**config.mk**
```make
export PLATFORM = sky130hd
export DESIGN_NAME = collision_edge_detector
export DESIGN_NICKNAME = d
export VERILOG_FILES = /design/src/rtl/collision_edge_detector_pkg.sv /design/src/rtl/collision_edge_detector_hit_edge_classifier.sv /design/src/rtl/collision_edge_detector.sv
export SDC_FILE = /design/constraint.sdc
export NUM_CORES = 1
export LEC_CHECK = 0
export BUFFER_PORTS_ARGS = -buffer_cell sky130_fd_sc_hd__buf_2
export CAP_MARGIN = 10
export CORE_MARGIN = 5
export CORE_UTILIZATION = 44
export DETAILED_ROUTE_END_ITERATION = 8
export PLACE_DENSITY = 0.87
export SKIP_CTS_REPAIR_TIMING = 1
export SYNTH_ARGS = -nofsm -noshare
export SYNTH_HDL_FRONTEND = slang
export SYNTH_SLANG_ARGS = --single-unit
```
**constraint.sdc**
```tcl
create_clock -name clk -period 2 [get_ports clk]
set_input_delay 0.2 -clock clk [delete_from_list [all_inputs] [get_ports clk]]
set_output_delay 0.2 -clock clk [all_outputs]
set_load 0.01 [all_outputs]
```
**src/rtl/collision_edge_detector_pkg.sv**
```systemverilog
// Shared defines for the collision edge detector.
// Tile geometry defaults, edge-bit indices and FSM states.
package collision_edge_detector_pkg;

  localparam int OBST_W_DEF    = 64;
  localparam int OBST_H_DEF    = 32;
  localparam int EDGE_BAND_DEF = 4;

  localparam int EDGE_LEFT   = 3;
  localparam int EDGE_TOP    = 2;
  localparam int EDGE_RIGHT  = 1;
  localparam int EDGE_BOTTOM = 0;

  localparam int EW    = 4;
  localparam int CNT_W = 8;
  localparam int OFS_W = 11;

  typedef enum logic {
    SCAN   = 1'b0,
    REPORT = 1'b1
  } state_e;

  function automatic logic [CNT_W-1:0] sat_inc(
    input logic [CNT_W-1:0] v
  );
    return (&v) ? v : v + 1'b1;
  endfunction

endpackage

```
**src/rtl/collision_edge_detector_hit_edge_classifier.sv**
```systemverilog
// Per-pixel edge classification inside an obstacle tile.
// Corner pixels may set two bits at once.
module hit_edge_classifier
  import collision_edge_detector_pkg::*;
#(
  parameter int OBST_W    = OBST_W_DEF,
  parameter int OBST_H    = OBST_H_DEF,
  parameter int EDGE_BAND = EDGE_BAND_DEF
) (
  input  logic [OFS_W-1:0] offset_x,
  input  logic [OFS_W-1:0] offset_y,
  output logic [EW-1:0]    edges
);

  localparam logic [OFS_W-1:0] X_HI =
    OFS_W'(OBST_W - EDGE_BAND);
  localparam logic [OFS_W-1:0] Y_HI =
    OFS_W'(OBST_H - EDGE_BAND);
  localparam logic [OFS_W-1:0] BAND =
    OFS_W'(EDGE_BAND);

  always_comb begin
    edges              = '0;
    edges[EDGE_LEFT]   = offset_x >= X_HI;
    edges[EDGE_RIGHT]  = offset_x <  BAND;
    edges[EDGE_TOP]    = offset_y >= Y_HI;
    edges[EDGE_BOTTOM] = offset_y <  BAND;
  end

endmodule

```
**src/rtl/collision_edge_detector.sv**
```systemverilog
// Accumulates edge contacts per frame and reports one pulse.
// Also counts acknowledged hits per level.
module collision_edge_detector
  import collision_edge_detector_pkg::*;
#(
  parameter int OBST_W    = OBST_W_DEF,
  parameter int OBST_H    = OBST_H_DEF,
  parameter int EDGE_BAND = EDGE_BAND_DEF
) (
  input  logic             clk,
  input  logic             resetN,
  input  logic             startOfFrame,
  input  logic             pause,
  input  logic             reset_level,
  input  logic             smileyDrawingRequest,
  input  logic             obstacleDrawingRequest,
  input  logic [OFS_W-1:0] offsetX,
  input  logic [OFS_W-1:0] offsetY,
  input  logic             collisionSmileyObstacleReal,
  output logic             collisionSmileyObstacle,
  output logic [EW-1:0]    hitEdgeCode,
  output logic [CNT_W-1:0] hitCount
);

  state_e           state_q, state_d;
  logic [EW-1:0]    acc_q, acc_d;
  logic [EW-1:0]    hit_edge_q, hit_edge_d;
  logic             pulse_q, pulse_d;
  logic [CNT_W-1:0] cnt_q, cnt_d;

  logic [EW-1:0] pix_edges;
  logic [EW-1:0] pix_add;
  logic          overlap;

  hit_edge_classifier #(
    .OBST_W    (OBST_W),
    .OBST_H    (OBST_H),
    .EDGE_BAND (EDGE_BAND)
  ) u_cls (
    .offset_x (offsetX),
    .offset_y (offsetY),
    .edges    (pix_edges)
  );

  assign overlap = smileyDrawingRequest
                 & obstacleDrawingRequest;
  assign pix_add = (overlap && !pause)
                 ? pix_edges : '0;

  always_comb begin
    state_d    = state_q;
    acc_d      = acc_q;
    hit_edge_d = hit_edge_q;
    pulse_d    = 1'b0;
    cnt_d      = cnt_q;
    if (reset_level) begin
      state_d    = SCAN;
      acc_d      = '0;
      hit_edge_d = '0;
      cnt_d      = '0;
    end else begin
      if (collisionSmileyObstacleReal)
        cnt_d = sat_inc(cnt_q);
      unique case (state_q)
        SCAN: begin
          // a pixel on the SOF cycle opens the new frame
          if (startOfFrame) begin
            hit_edge_d = acc_q;
            acc_d      = pix_add;
            pulse_d    = !pause && (|acc_q);
            state_d    = REPORT;
          end else begin
            acc_d = acc_q | pix_add;
          end
        end
        REPORT: state_d = SCAN;
        default: state_d = SCAN;
      endcase
    end
  end

  always_ff @(posedge clk or negedge resetN) begin
    if (!resetN) begin
      state_q    <= SCAN;
      acc_q      <= '0;
      hit_edge_q <= '0;
      pulse_q    <= 1'b0;
      cnt_q      <= '0;
    end else begin
      state_q    <= state_d;
      acc_q      <= acc_d;
      hit_edge_q <= hit_edge_d;
      pulse_q    <= pulse_d;
      cnt_q      <= cnt_d;
    end
  end

  assign collisionSmileyObstacle = pulse_q;
  assign hitEdgeCode             = hit_edge_q;
  assign hitCount                = cnt_q;

endmodule

```
# [Yosys cells after proc, flatten, opt, wreduce, memory -nomap -nowiden]
# Index checks and enable logic that the tools add are counted.
[totals] ff_bits=18 input_bits=30 out_inout_bits=13
[op_classes] n_addsub=1 magnitude_cmp=4 eq_ne=2 n_mux=16 n_bitwise=3 n_reduce_logical=9
[op_table] cell="2-to-1 mux 4 bit" n=7
[op_table] cell="2-to-1 mux 8 bit" n=3
[op_table] cell="< comparator 11 x 3 -> 1 bit (second input constant)" n=2
[op_table] cell=">= comparator 11 x 5 -> 1 bit (second input constant)" n=1
[op_table] cell=">= comparator 11 x 6 -> 1 bit (second input constant)" n=1
[op_table] cell="adder 8 x 1 -> 8 bit (second input constant)" n=1
[op_table] cell="AND reduction 8 bit" n=1
[op_table] cell="2-to-1 mux 1 bit" n=5
[op_table] cell="!= test 2 bit (second input constant)" n=2
[op_table] cell="OR 4 bit" n=1
[op_table] cell="AND reduction 2 bit" n=2
[op_table] cell="nonzero test 2 bit" n=2
[op_table] cell="OR reduction 4 bit" n=1
[op_table] cell="logical AND 1 bit" n=2
[op_table] cell="case mux 1 bit (2 select lines)" n=1
[op_table] cell="bitwise AND 1 bit" n=1
[op_table] cell="zero test 1 bit" n=1
[op_table] cell="NOT 1 bit" n=1

# [Logic depth before layout (Yosys ltp)]
[depth] word_depth=7 mapped_depth=4 ltp_nobuf=4

# [Hierarchy]
# Synthesis repeated with hierarchy kept, for this count alone.
[unflattened] hier_cells=82 hier_area_um2=894.6
[modules_own_cells] module="collision_edge_detector" instances=1 cells_per_inst=72 area_per_inst_um2=822.0 seq_area_each_um2=450.4
[modules_own_cells] module="hit_edge_classifier" instances=1 cells_per_inst=10 area_per_inst_um2=72.6 seq_area_each_um2=0.0

# [Worst setup path before layout]
# OpenSTA, ideal clock, no wires.
[synth_path] path_kind="reg2reg" startpoint="reg cnt_q[0] (netlist: hitCount[0])" endpoint="reg cnt_q[0] (netlist: hitCount[0])" arrival_ns=1.462 t_required_ns=1.875 path_slack_ns=0.413 path_stages_with_launch=5 period_less_slack_ns=1.587 path_cell_list="dfrtp_1 > ha_1 > and3_1 > a21boi_0 > mux2_2"
[synth_via] elab_chain_len=4 elab_cells_between_ends=7 cone_classes="1 x add/sub; 1 x eq/ne; 3 x mux; 2 x reduce/logical"
[synth_lines] item="start, declared" line="collision_edge_detector.sv:29" rtl="logic [CNT_W-1:0] cnt_q, cnt_d;"
[synth_lines] item="start signal, assigned" line="collision_edge_detector.sv:94" rtl="cnt_q <= cnt_d;"
[synth_lines] item="adder 8 x 1 -> 8 bit" line="collision_edge_detector_pkg.sv:26" rtl="return (&v) ? v : v + 1'b1;"
[synth_lines] item="2-to-1 mux 8 bit" line="collision_edge_detector_pkg.sv:26"
[synth_lines] item="2-to-1 mux 8 bit" line="collision_edge_detector.sv:62" rtl="if (collisionSmileyObstacleReal)"
[synth_lines] item="2-to-1 mux 8 bit" line="collision_edge_detector.sv:56" rtl="if (reset_level) begin"
# Parallel ways exist; a longest one is shown, timed or not. The select of a mux whose other input is x is not followed.
# A chain may end at the register's enable or synchronous reset.

# [Worst setup path in the final report]
# Same ends and word-level chain as after synthesis.

==> results.md <==
- Status: completed
- Slew Viols, Final: 0
- DRT Pass-1 Iters: 4
- Crit path launch type: register
- Cell taking the most area after synthesis: dfrtp_1
- Die width: 54.94 um
- FP Rows: 16
- Top-count cell post-synth: dfrtp_1
- IO Port Bufs: 38
- DR vias: 838
- Die Y: 54.94 um
- Diodes inserted: 0
- Post-DP HPWL: 1689 um
- Leakage power: 0.5997 nW
- H-tree depth: 1
- Mapped Nets: 112
- R2R Path End: hitCount[0]
- Worst slew pin tran: 0.7368 ns
- Worst-path fanout max: 5
- Root Buffer: clkbuf_4
- Initial core utilization: 45.75%
- I/O pin count: 43
- Number of synthesized flops with an enable pin: 0
- Post-Synthesis Cells: 81
- Antenna viol nets, final: 0
- Synth top area share: 50.70%
- Hold Crit Endpoint: collisionSmileyObstacle
- DIE AREA: 0.003018 mm^2
- Post-Syn Area per Cell: 10.97 um^2
- Setup Skew: 0.01034 ns
- Clock latency on the worst-skew pair: 0.29 ns
- Clk slew on worst S/H paths: 0.09 ns
- Largest net degree at the start of global routing: 19
- R2R depth: 4
- Post-synthesis cell area: 888.4 um^2
- Cell variety after synth: 29
- CP Class: reg -> reg
- Max-slew headroom: 50.77%
- Grt ovf: 0
- Post-layout minimum cycle time: 1.689 ns
- Final hold viol count: 0
- Final setup viols: 0
- CTS buffer count: 3
- Number of global-route vias before repair: 833
- Max-cap viol count: 0
- TNS Setup: 0 ns
- Asr flop ratio synth: 100.0%
- R2R Setup Slk: 0.31 ns
- GRT Total Usage: 16.37%
- DR WL/cell: 14.03 um
- Ratio of cells with drive above 1 in the final layout: 38.21%
- Top cells by area, synth: dfrtp_1 51%, a22o_1 5.9%, mux2_2 5.1%, nor2b_1 3.5%, and3_1 2.8%
- Antenna violations before repair: 0
- Fillers: 187
- Area growth from synthesis to layout: 30.00%
- Starting DRT DRC Count: 10
- CTS sink cnt: 18
- Post-synth top cells: 18 x dfrtp_1, 6 x a22o_1, 6 x nor2_1, 5 x nor2b_1
- Drt drc: 0
- # nets final: 155
- RSZ-0062 raised after global routing: no
- Max VDD drop: 0.4286 mV
- Final Util: 59.47%
- Yosys warns: 0
- Vias per cell: 5.587
- Top FF cell, synth: dfrtp_1
- Min-delay src: pause
- R2r startpoint: hitCount[0]
- Final wirelength: 2105 um
- First-pass GRT wire length: 3491 um
- Hold path depth: 2
- Core area: 0.001942 mm^2
- Tcrit/Tclk final: 84.44%
- HP Class: in -> reg
- Crit path capture type: register
- Worst EP arrival: 1.87 ns
- Register bit total from synthesis: 18
- Clock Path Buffers: 2
- CTS tree: built
- Power per cell area: 582.6 mW/mm^2
- Fmax: 0.5921 GHz
- CP Data Required Time: 2.18 ns
- Seq/Total Area, Yosys: 50.70%
- Placer Congestion: 0.7517
==> per-stage QoR <==
step	std cells	hold slack (ns)	area (um^2)	power [mW]	setup WS [ns]
global route	150	0.06051	1155	0.7136	0.2412
finish	150	0.07204	1155	0.6729	0.3111
global placement	145	0.1460	1109	0.4541	0.3749
floorplan	81	-0.09559	888.4	0.4123	0.4132
detailed placement	145	0.1506	1109	0.4586	0.3223
CTS	149	-0.1780	1145	0.6806	0.3085
==> power breakdown <==
group	switching [mW]	internal (mW)	leakage [nW]
registers	0.00802	0.371	0.248
clock network	0.109	0.111	0.0210
logic	0.0378	0.0355	0.330
==> cells by family (layout without fill, tap and decap cells) <==
group                    Yosys count  count (layout)  share of synthesized area (%)
AND/OR/NAND/NOR                   34              34                          22.82
adder cells (fa/ha/maj)            1               1                          1.408
buffers and inverters              3              45                          1.268
AO/OA/AOI/OAI                     20              20                          17.61
multiplexers                       5               5                          6.197
flip-flops                        18              18                          50.70
==> per-layer routing <==
metal  vias to the layer above  part of all wire, %  track usage, %
met2                        41                   49           27.95
li1                        399                    -               -
met4                         0                  1.3           7.287
met3                         4                   11           4.290
met1                       394                   39           19.19
met5                         -                    0               0
==> sequential cells by signal (all words and copies together) (netlist names) <==
signal                   count
collisionSmileyObstacle      1
hitCount                     8
hitEdgeCode                  4
state_q                      1
acc_q                        4
==> placed cells by master (no fill, tap or decap) <==
master,netlist,routed
a211oi_1,2,2
a32o_1,2,2
nand2b_1,2,2
a2111oi_0,1,1
nor2_1,6,6
nand2_1,3,3
clkbuf_4,0,3
ha_1,1,1
a21boi_0,1,1
o41ai_1,1,1
a21oi_1,4,4
and4_1,2,2
nor3_1,2,2
dlygate4sd3_1,0,1
o21ai_0,1,1
nor4_1,2,2
dfrtp_1,18,18
and3_1,4,4
nand4_1,2,2
or4_4,1,1
o211a_1,1,1
buf_2,0,38
nor3b_1,2,2
a311oi_1,1,1
mux2_2,4,4
clkbuf_8,0,1
a22o_1,6,6
or4_1,2,2
nor2b_1,5,5
or3_1,1,1
mux2i_1,1,1
inv_1,2,2
==> how the worst max path moves through the flow <==
stage | endpoint | start
2_1_floorplan | hitCount[0] | hitCount[0]
3_3_place_gp | hitCount[0] | hitCount[0]
3_5_place_dp | hitCount[0] | hitCount[0]
4_1_cts | hitCount[0] | hitCount[0]
5_1_grt | hitCount[0] | hitCount[0]
6_report | hitCount[0] | hitCount[0]
==> final cells by class <==
cell class | instances | area, um^2 | share of cell area [%]
Sequential cell | 18 | 450.4 | 39.00
Clock buffer | 4 | 36.28 | 3.142
Timing Repair Buffer | 39 | 200.2 | 17.33
Multi-Input combinational cell | 60 | 426.7 | 36.94
Inverter | 2 | 7.507 | 0.6501
Tap cell | 27 | 33.78 | 2.925
==> worst max-delay path, stage by stage (launching register included) <==
cell      delay [ns]
dfrtp_1         0.44
ha_1            0.25
and3_1          0.18
a21boi_0        0.33
mux2_2          0.38
Power figures use the tool's default switching activity.
